**config.mk**
```make
export PLATFORM = sky130hd
export DESIGN_NAME = calc_result_display
export DESIGN_NICKNAME = d
export VERILOG_FILES = /design/src/rtl/calc_result_display.sv
export SDC_FILE = /design/constraint.sdc
export NUM_CORES = 1
export LEC_CHECK = 0
export ABC_AREA = 1
export CORE_MARGIN = 2
export CORE_UTILIZATION = 46
export CTS_BUF_LIST = sky130_fd_sc_hd__clkbuf_16
export DETAILED_ROUTE_END_ITERATION = 6
export GPL_TIMING_DRIVEN = 0
export PLACE_DENSITY_LB_ADDON = 0.08
export SYNTH_ARGS = -nofsm -noshare
export SYNTH_HDL_FRONTEND = slang
export SYNTH_SLANG_ARGS = --single-unit
export TNS_END_PERCENT = 20
```
**constraint.sdc**
```tcl
create_clock -name clk -period 6.75 [get_ports clk]
set_input_delay 1.35 -clock clk [delete_from_list [all_inputs] [get_ports clk]]
set_output_delay 1.35 -clock clk [all_outputs]
set_load 0.005 [all_outputs]
```
**src/rtl/calc_result_display.sv**
```systemverilog
// Output stage of the calculator: holds the last strobed sign-magnitude result
// and scans it onto a 4-digit common-anode 7-segment display ("Err" on divide-by-zero).
module calc_result_display #(
  parameter int REFRESH_DIV = 50000
) (
  input  logic       clk,
  input  logic       rst_n,
  input  logic [4:0] result,
  input  logic       err,
  input  logic       result_valid,
  input  logic       clr,
  output logic [3:0] an,
  output logic [6:0] seg,
  output logic [1:0] digit_sel
);

  localparam int PW = $clog2(REFRESH_DIV);
  localparam logic [PW-1:0] PRESC_MAX = PW'(REFRESH_DIV - 1);

  localparam logic [1:0] D0 = 2'd0;
  localparam logic [1:0] D1 = 2'd1;
  localparam logic [1:0] D2 = 2'd2;
  localparam logic [1:0] D3 = 2'd3;

  localparam logic [6:0] SEG_BLANK = 7'h7F;
  localparam logic [6:0] SEG_MINUS = 7'h3F;
  localparam logic [6:0] SEG_E     = 7'h06;
  localparam logic [6:0] SEG_R     = 7'h2F;
  localparam logic [6:0] SEG_ONE   = 7'h79;

  logic          sign_q;
  logic [3:0]    mag_q;
  logic          err_q;
  logic [PW-1:0] presc_q, presc_d;
  logic [1:0]    state_q, state_d;
  logic [3:0]    an_q, an_d;
  logic [6:0]    seg_q, seg_d;

  function automatic logic [6:0] dec_code(input logic [3:0] val);
    logic [6:0] c;
    case (val)
      4'd0:    c = 7'h40;
      4'd1:    c = 7'h79;
      4'd2:    c = 7'h24;
      4'd3:    c = 7'h30;
      4'd4:    c = 7'h19;
      4'd5:    c = 7'h12;
      4'd6:    c = 7'h02;
      4'd7:    c = 7'h78;
      4'd8:    c = 7'h00;
      4'd9:    c = 7'h10;
      default: c = SEG_BLANK;
    endcase
    return c;
  endfunction

  // Segment pattern for one digit position given the held value.
  function automatic logic [6:0] digit_code(input logic [1:0] sel, input logic sign,
                                            input logic [3:0] mag, input logic e);
    logic       tens;
    logic [3:0] units;
    logic [6:0] c;
    tens  = (mag >= 4'd10);
    units = tens ? (mag - 4'd10) : mag;
    c     = SEG_BLANK;
    if (e) begin
      case (sel)
        D0, D1:  c = SEG_R;
        D2:      c = SEG_E;
        default: c = SEG_BLANK;
      endcase
    end else begin
      case (sel)
        D0:      c = dec_code(units);
        D1:      c = tens ? SEG_ONE : SEG_BLANK;
        D2:      c = SEG_BLANK;
        default: c = (sign && (mag != 4'd0)) ? SEG_MINUS : SEG_BLANK;
      endcase
    end
    return c;
  endfunction

  always_ff @(posedge clk or negedge rst_n) begin
    if (!rst_n) begin
      sign_q <= 1'b0;
      mag_q  <= 4'd0;
      err_q  <= 1'b0;
    end else if (clr) begin
      sign_q <= 1'b0;
      mag_q  <= 4'd0;
      err_q  <= 1'b0;
    end else if (result_valid) begin
      sign_q <= result[4];
      mag_q  <= result[3:0];
      err_q  <= err;
    end
  end

  always_comb begin
    presc_d = presc_q + PW'(1);
    state_d = state_q;
    if (presc_q == PRESC_MAX) begin
      presc_d = '0;
      case (state_q)
        D0:      state_d = D1;
        D1:      state_d = D2;
        D2:      state_d = D3;
        default: state_d = D0;
      endcase
    end
  end

  // Outputs are computed from the next scan state so an, seg and digit_sel
  // all change on the same edge.
  always_comb begin
    an_d  = ~(4'b0001 << state_d);
    seg_d = digit_code(state_d, sign_q, mag_q, err_q);
  end

  always_ff @(posedge clk or negedge rst_n) begin
    if (!rst_n) begin
      presc_q <= '0;
      state_q <= D0;
      an_q    <= 4'b1110;
      seg_q   <= 7'h40;
    end else begin
      presc_q <= presc_d;
      state_q <= state_d;
      an_q    <= an_d;
      seg_q   <= seg_d;
    end
  end

  assign an        = an_q;
  assign seg       = seg_q;
  assign digit_sel = state_q;

endmodule

```
---- Word level (Yosys, flattened, before mapping) ----
Memory sizes are Yosys's and may differ from the RTL's.
Cells that the tools add are included.
cells by class
  shift operators ......................... 1
  eq/ne operators ......................... 5
  reduce and logical (&&, ||, !) cells .... 6
  add/sub/neg operators ................... 2
  $mul .................................... 0
  magnitude comparators ................... 1
  divide/modulo/power cells ............... 0
  mux-type cells .......................... 15
  bitwise gates (word level) .............. 1
operators with widths
  operator               count
  $pmux 7 s3             1
  $add 16x1->16 const B  1
  $eq 16x16->1 const B   1
  $mux 16                1
  $mux 7                 2
  $pmux 7 s2             1
  $mux 4                 3
  $pmux 2 s3             1
  $eq 2x1->1 const B     2
  $eq 2x2->1 const B     2
  $ge 4x4->1 const B     1
  $logic_not 2->1        2
  $mux 1                 4
  $not 4->4              1
  $reduce_bool 4->1      1
  $shl 1x2->4 const A    1
  $sub 4x4->4 const B    1
  $mux 3                 1
  $mux 2                 1
  $reduce_bool 2->1      1
  $reduce_or 2->1        1
  $logic_and 1x1->1      1
storage, ports and cells
  memories kept ........................... 1
  logic and storage cells ................. 39
  bits in registers ....................... 35
  output and inout bits ................... 13
  bits in writable memories ............... 0
  bits in read-only memories .............. 112
  bits in latches ......................... 0
memories
  name              words  bits a word  read ports  clocked after memory_dff  write ports  RTL line  text
  (name not given)  16     7            1           0                         0            41        case (val)

---- Logic depth before layout (Yosys ltp) ----
  depth after elaboration ................. 7
  depth in mapped cells ................... 14
  mapped depth without buffers ............ 14

---- Least setup slack after synthesis ----
No wires, ideal clock.
  kind .................................... register to register
  start point ............................. reg presc_q[0]
  end point ............................... reg seg_q[1] (netlist: seg[1])
  cell stages (with the launch flop) ...... 11
  path slack .............................. 4.637 ns
  arrival time ............................ 1.983 ns
  cells stage by stage .................... dfrtp_1 -> ha_1 -> nand3_1 -> nor2_1 -> nand2_1 -> inv_2 -> o21ai_1 -> inv_2 -> ha_1 -> nor4_1 -> nand2_1
on the way
  word-level cells in the longest chain between the ends .. 5
ends and longest elaborated chain
  element                             RTL line  text
  start, declared                     34        logic [PW-1:0] presc_q, presc_d;
  start signal, assigned              127       presc_q <= presc_d;
  $eq 16x16->1 (*)                    102       if (presc_q == PRESC_MAX) begin
  $mux 2 (*)                          102
  net state_d[0]                      35        logic [1:0] state_q, state_d;
  $eq 2x2->1 (tied with other cells)  73        case (sel)
  $pmux 7 s3 (*)                      73
  $mux 7 (*)                          66        if (e) begin
  net seg_d[1]                        37        logic [6:0] seg_q, seg_d;
  end signal, assigned                130       seg_q <= seg_d;
  end, declared                       37
The timed path passes the listed nets; every way through them passes the cells marked *.
A chain may end at the register's enable or synchronous reset.

---- Worst setup path after layout ----
  start point ............................. reg an_q[3] (netlist: an[3])
  end point ............................... out an[3]
RTL lines
  element                 RTL line  text
  start, declared         36        logic [3:0] an_q, an_d;
  start signal, assigned  129       an_q <= an_d;
  end, declared           12        output logic [3:0] an,
No word-level cell between the ends.

==> run_results.csv <==
group,metric,value,unit
place,gp_congestion,0.8244,
place,io_buffer_count,22,
sta,fin_ws,4110,ps
clock_tree,htree_levels,2,
clock_tree,cts_tree,"done",
critical_path,crit_family,"flip-flops",
floorplan,dieArea,4760,um2
yosys,yosysUniqueCellTypes,27,
yosys,yosysTopAreaCellShare,39.92,%
pwr,p_seq_share,41.4,%
place,place_ws,4216,ps
floorplan,ios,23,
floorplan,core_area,4029,um2
pwr,clockPowerShare,48.2,%
clock_tree,clkTransAtPathRegs,50,ps
run_status,status,"complete, no violations",
yosys,synth_area_leader_cell,"dfrtp_1",
sta,slew_headroom,49.66,%
critical_path,end_kind,"output pin",
route,drt_drc_violations_left,0,
floorplan,dieHeight,69.00,um
floorplan,rows,23,
route,drt_iter0_markers,130,
sta,fin_crit,2640,ps
clock_tree,post_cts_resized,0,
route,ant_nets,0,
floorplan,start_util,48.23,%
global_route,grt_max_degree,36,
layout,fin_util,59.32,%
route,finalWirelength,3.659,mm
layout,fillers,383,
global_route,grt_pass1_vias,1441,
route,via_per_inst,4.943,
yosys,synthCells,235,
critical_path,required,5400,ps
yosys,synth_seq_cells,35,
floorplan,die-width,69.00,um
pwr,cellLeakagePower,1.246,nW
sta,skew,6.405,ps
yosys,synth_nets,258,
critical_path,startpoint_type,"flop",
yosys,synth_warnings,0,
critical_path,crit_arrival,1290,ps
sta,timing.fmax,0.3787,GHz
global_route,met1_usage,26.02,%
sta,rsz0062_at_grt,"no",
hold_path,hold_path.class,"flop to flop",
yosys,ys_seq_area_share,45.33,%
clock_tree,cts_max_path_buffers,2,
route,wire_per_inst,11.62,um
critical_path,path_buf_inv,1,
sta,fin_setup_tns,0,ps
sta,holdWs,463.9,ps
global_route,grtUsageMet3,5.844,%
yosys,synth-edff-count,0,
clock_tree,ctsHoldBuffers,0,
yosys,synthArstFlopShare,100.0,%
clock_tree,clockRootBuffer,"clkbuf_16",
pwr,power,0.5378,mW
sta,tightest_slew,755.1,ps
clock_tree,cts_setup_buffers,0,
pwr,switching_share,21.86,%
yosys,syn-mean-instance-area,8.269,um2
pwr,ir_drop,121.7,uV
sta,finalHoldViolations,0,
pwr,p_int,0.4202,mW
clock_tree,cts_made_buffers,5,
sta,timing.final.crit_share,39.12,%
clock_tree,clk_latency,280,ps
route,vias,1557,
yosys,synth_area,1943,um2
global_route,grt.busiest_layer,"met2",
critical_path,cp_max_fo,1,
layout,post_route_cells_drive_above_1_share,12.08,%
sta,setup_viol,0,
pwr,p_per_area,225.0,nW/um2
place,place_area,2221,um2
layout,finish.instance_area,2390,um2
route,drt_first_pass_iters,4,
global_route,antenna_found_initial,0,
global_route,grt_first_pass_wirelength,6.548,mm
yosys,synthFlopType,"dfrtp_1",
critical_path,path_class,"flop to output pin",
layout,antennaDiodeCount,0,
pwr,p_comb_share,10.4,%
layout,final_nets,287,
global_route,overflow,0,
critical_path,critPathMaxStageDelay,520,ps
global_route,grtUsageTotal,19.14,%
flow_run,maxCapViolCount,0,
yosys,synth_most_common_cell,"nand2_1",
layout,layoutNonFillerInstCount,315,
layout,syn_to_final_growth,22.99,%
clock_tree,cts.sinks,35,
global_route,met2_usage,28.85,%
pwr,p_switching,0.1176,mW
place,dp_hpwl,2.754,mm
sta,slew_viol_final,0,
critical_path,cp_slowest_cell,"dfstp_2",
yosys,synth_common_cells,"nand2_1 (51), inv_1 (33), dfrtp_1 (31), nand3_1 (19), nor2_1 (17)",
critical_path,path_cells,"clkdlybuf4s50_1",
yosys,synth.area.top_cells,"dfrtp_1 (40%), nand2_1 (9.9%), ha_1 (8.4%)",
place,dpl.cell_count,307,
## logic make-up after synthesis
| group | count (synthesis) | share of synthesized area, % |
|---|---|---|
| AND/OR/NAND/NOR | 113 | 27.94 |
| buffers and inverters | 40 | 8.371 |
| AO/OA/AOI/OAI | 29 | 7.727 |
| adder cells (fa/ha/maj) | 13 | 8.371 |
| flip-flops | 35 | 45.33 |
| XOR/XNOR | 5 | 2.254 |
## final cells by class
| type | instances | area, um2 | share of cell area (%) |
|---|---|---|---|
| Timing Repair Buffer | 22 | 215.2 | 9.005 |
| Buffer | 1 | 11.26 | 0.4712 |
| Clock buffer | 5 | 125.1 | 5.236 |
| Multi-Input combinational cell | 160 | 899.6 | 37.64 |
| Tap cell | 50 | 62.56 | 2.618 |
| Inverter | 39 | 151.4 | 6.335 |
| Clock inverter | 3 | 43.79 | 1.832 |
| Sequential cell | 35 | 880.8 | 36.86 |
## power groups by stage
| stage | Combinational, mW | Sequential, mW | Clock (mW) |
|---|---|---|---|
| after floorplan | 0.0280 | 0.227 | 0 |
| after global placement | 0.0563 | 0.226 | 0 |
| after detailed placement | 0.0565 | 0.226 | 0 |
| after CTS | 0.0568 | 0.223 | 0.265 |
| after global routing | 0.0642 | 0.224 | 0.276 |
| final | 0.0559 | 0.223 | 0.259 |
## per-layer routing
metal  up-vias  part of all wire, %
li1        816                    -
met1       685                   50
met2        48                   41
met3         8                  6.7
met4         0                  1.6
met5         -                    0
## registers in the layout (all words and copies together) (netlist names)
signal / cells
err_q: 1
seg: 7
presc_q: 16
an: 4
sign_q: 1
mag_q: 4
digit_sel: 2
## cell usage in the layout (no fill, tap or decap), drive strengths merged
cell type      Yosys  routed
nand2             55      55
inv               39      39
dfrtp             31      31
clkdlybuf4s50      0      21
nand3             20      20
nor2              20      20
o21ai             18      18
ha                13      13
a21oi              9       9
nor3               8       8
xor2               5       5
clkbuf             0       5
nand4              4       4
dfstp              4       4
nor4               3       3
or2                3       3
buf                1       2
clkinv             0       2
o211ai             1       1
o31ai              1       1
bufinv             0       1
## worst paths after layout
check / cells after the start / to / startpoint / slack (ps)
setup reg to reg: 10 / seg[1] / presc_q[0] / 4220
hold / removal: 1 / presc_q[0] / presc_q[0] / 460
setup / recovery: 1 / an[3] / an[3] / 4110
min in group asynchronous: 1 / presc_q[5] / rst_n / 1140
hold reg to reg: 1 / presc_q[0] / presc_q[0] / 460
max in group asynchronous: 1 / seg[4] / rst_n / 5130
No activity file was read; power rests on OpenSTA's default activity.
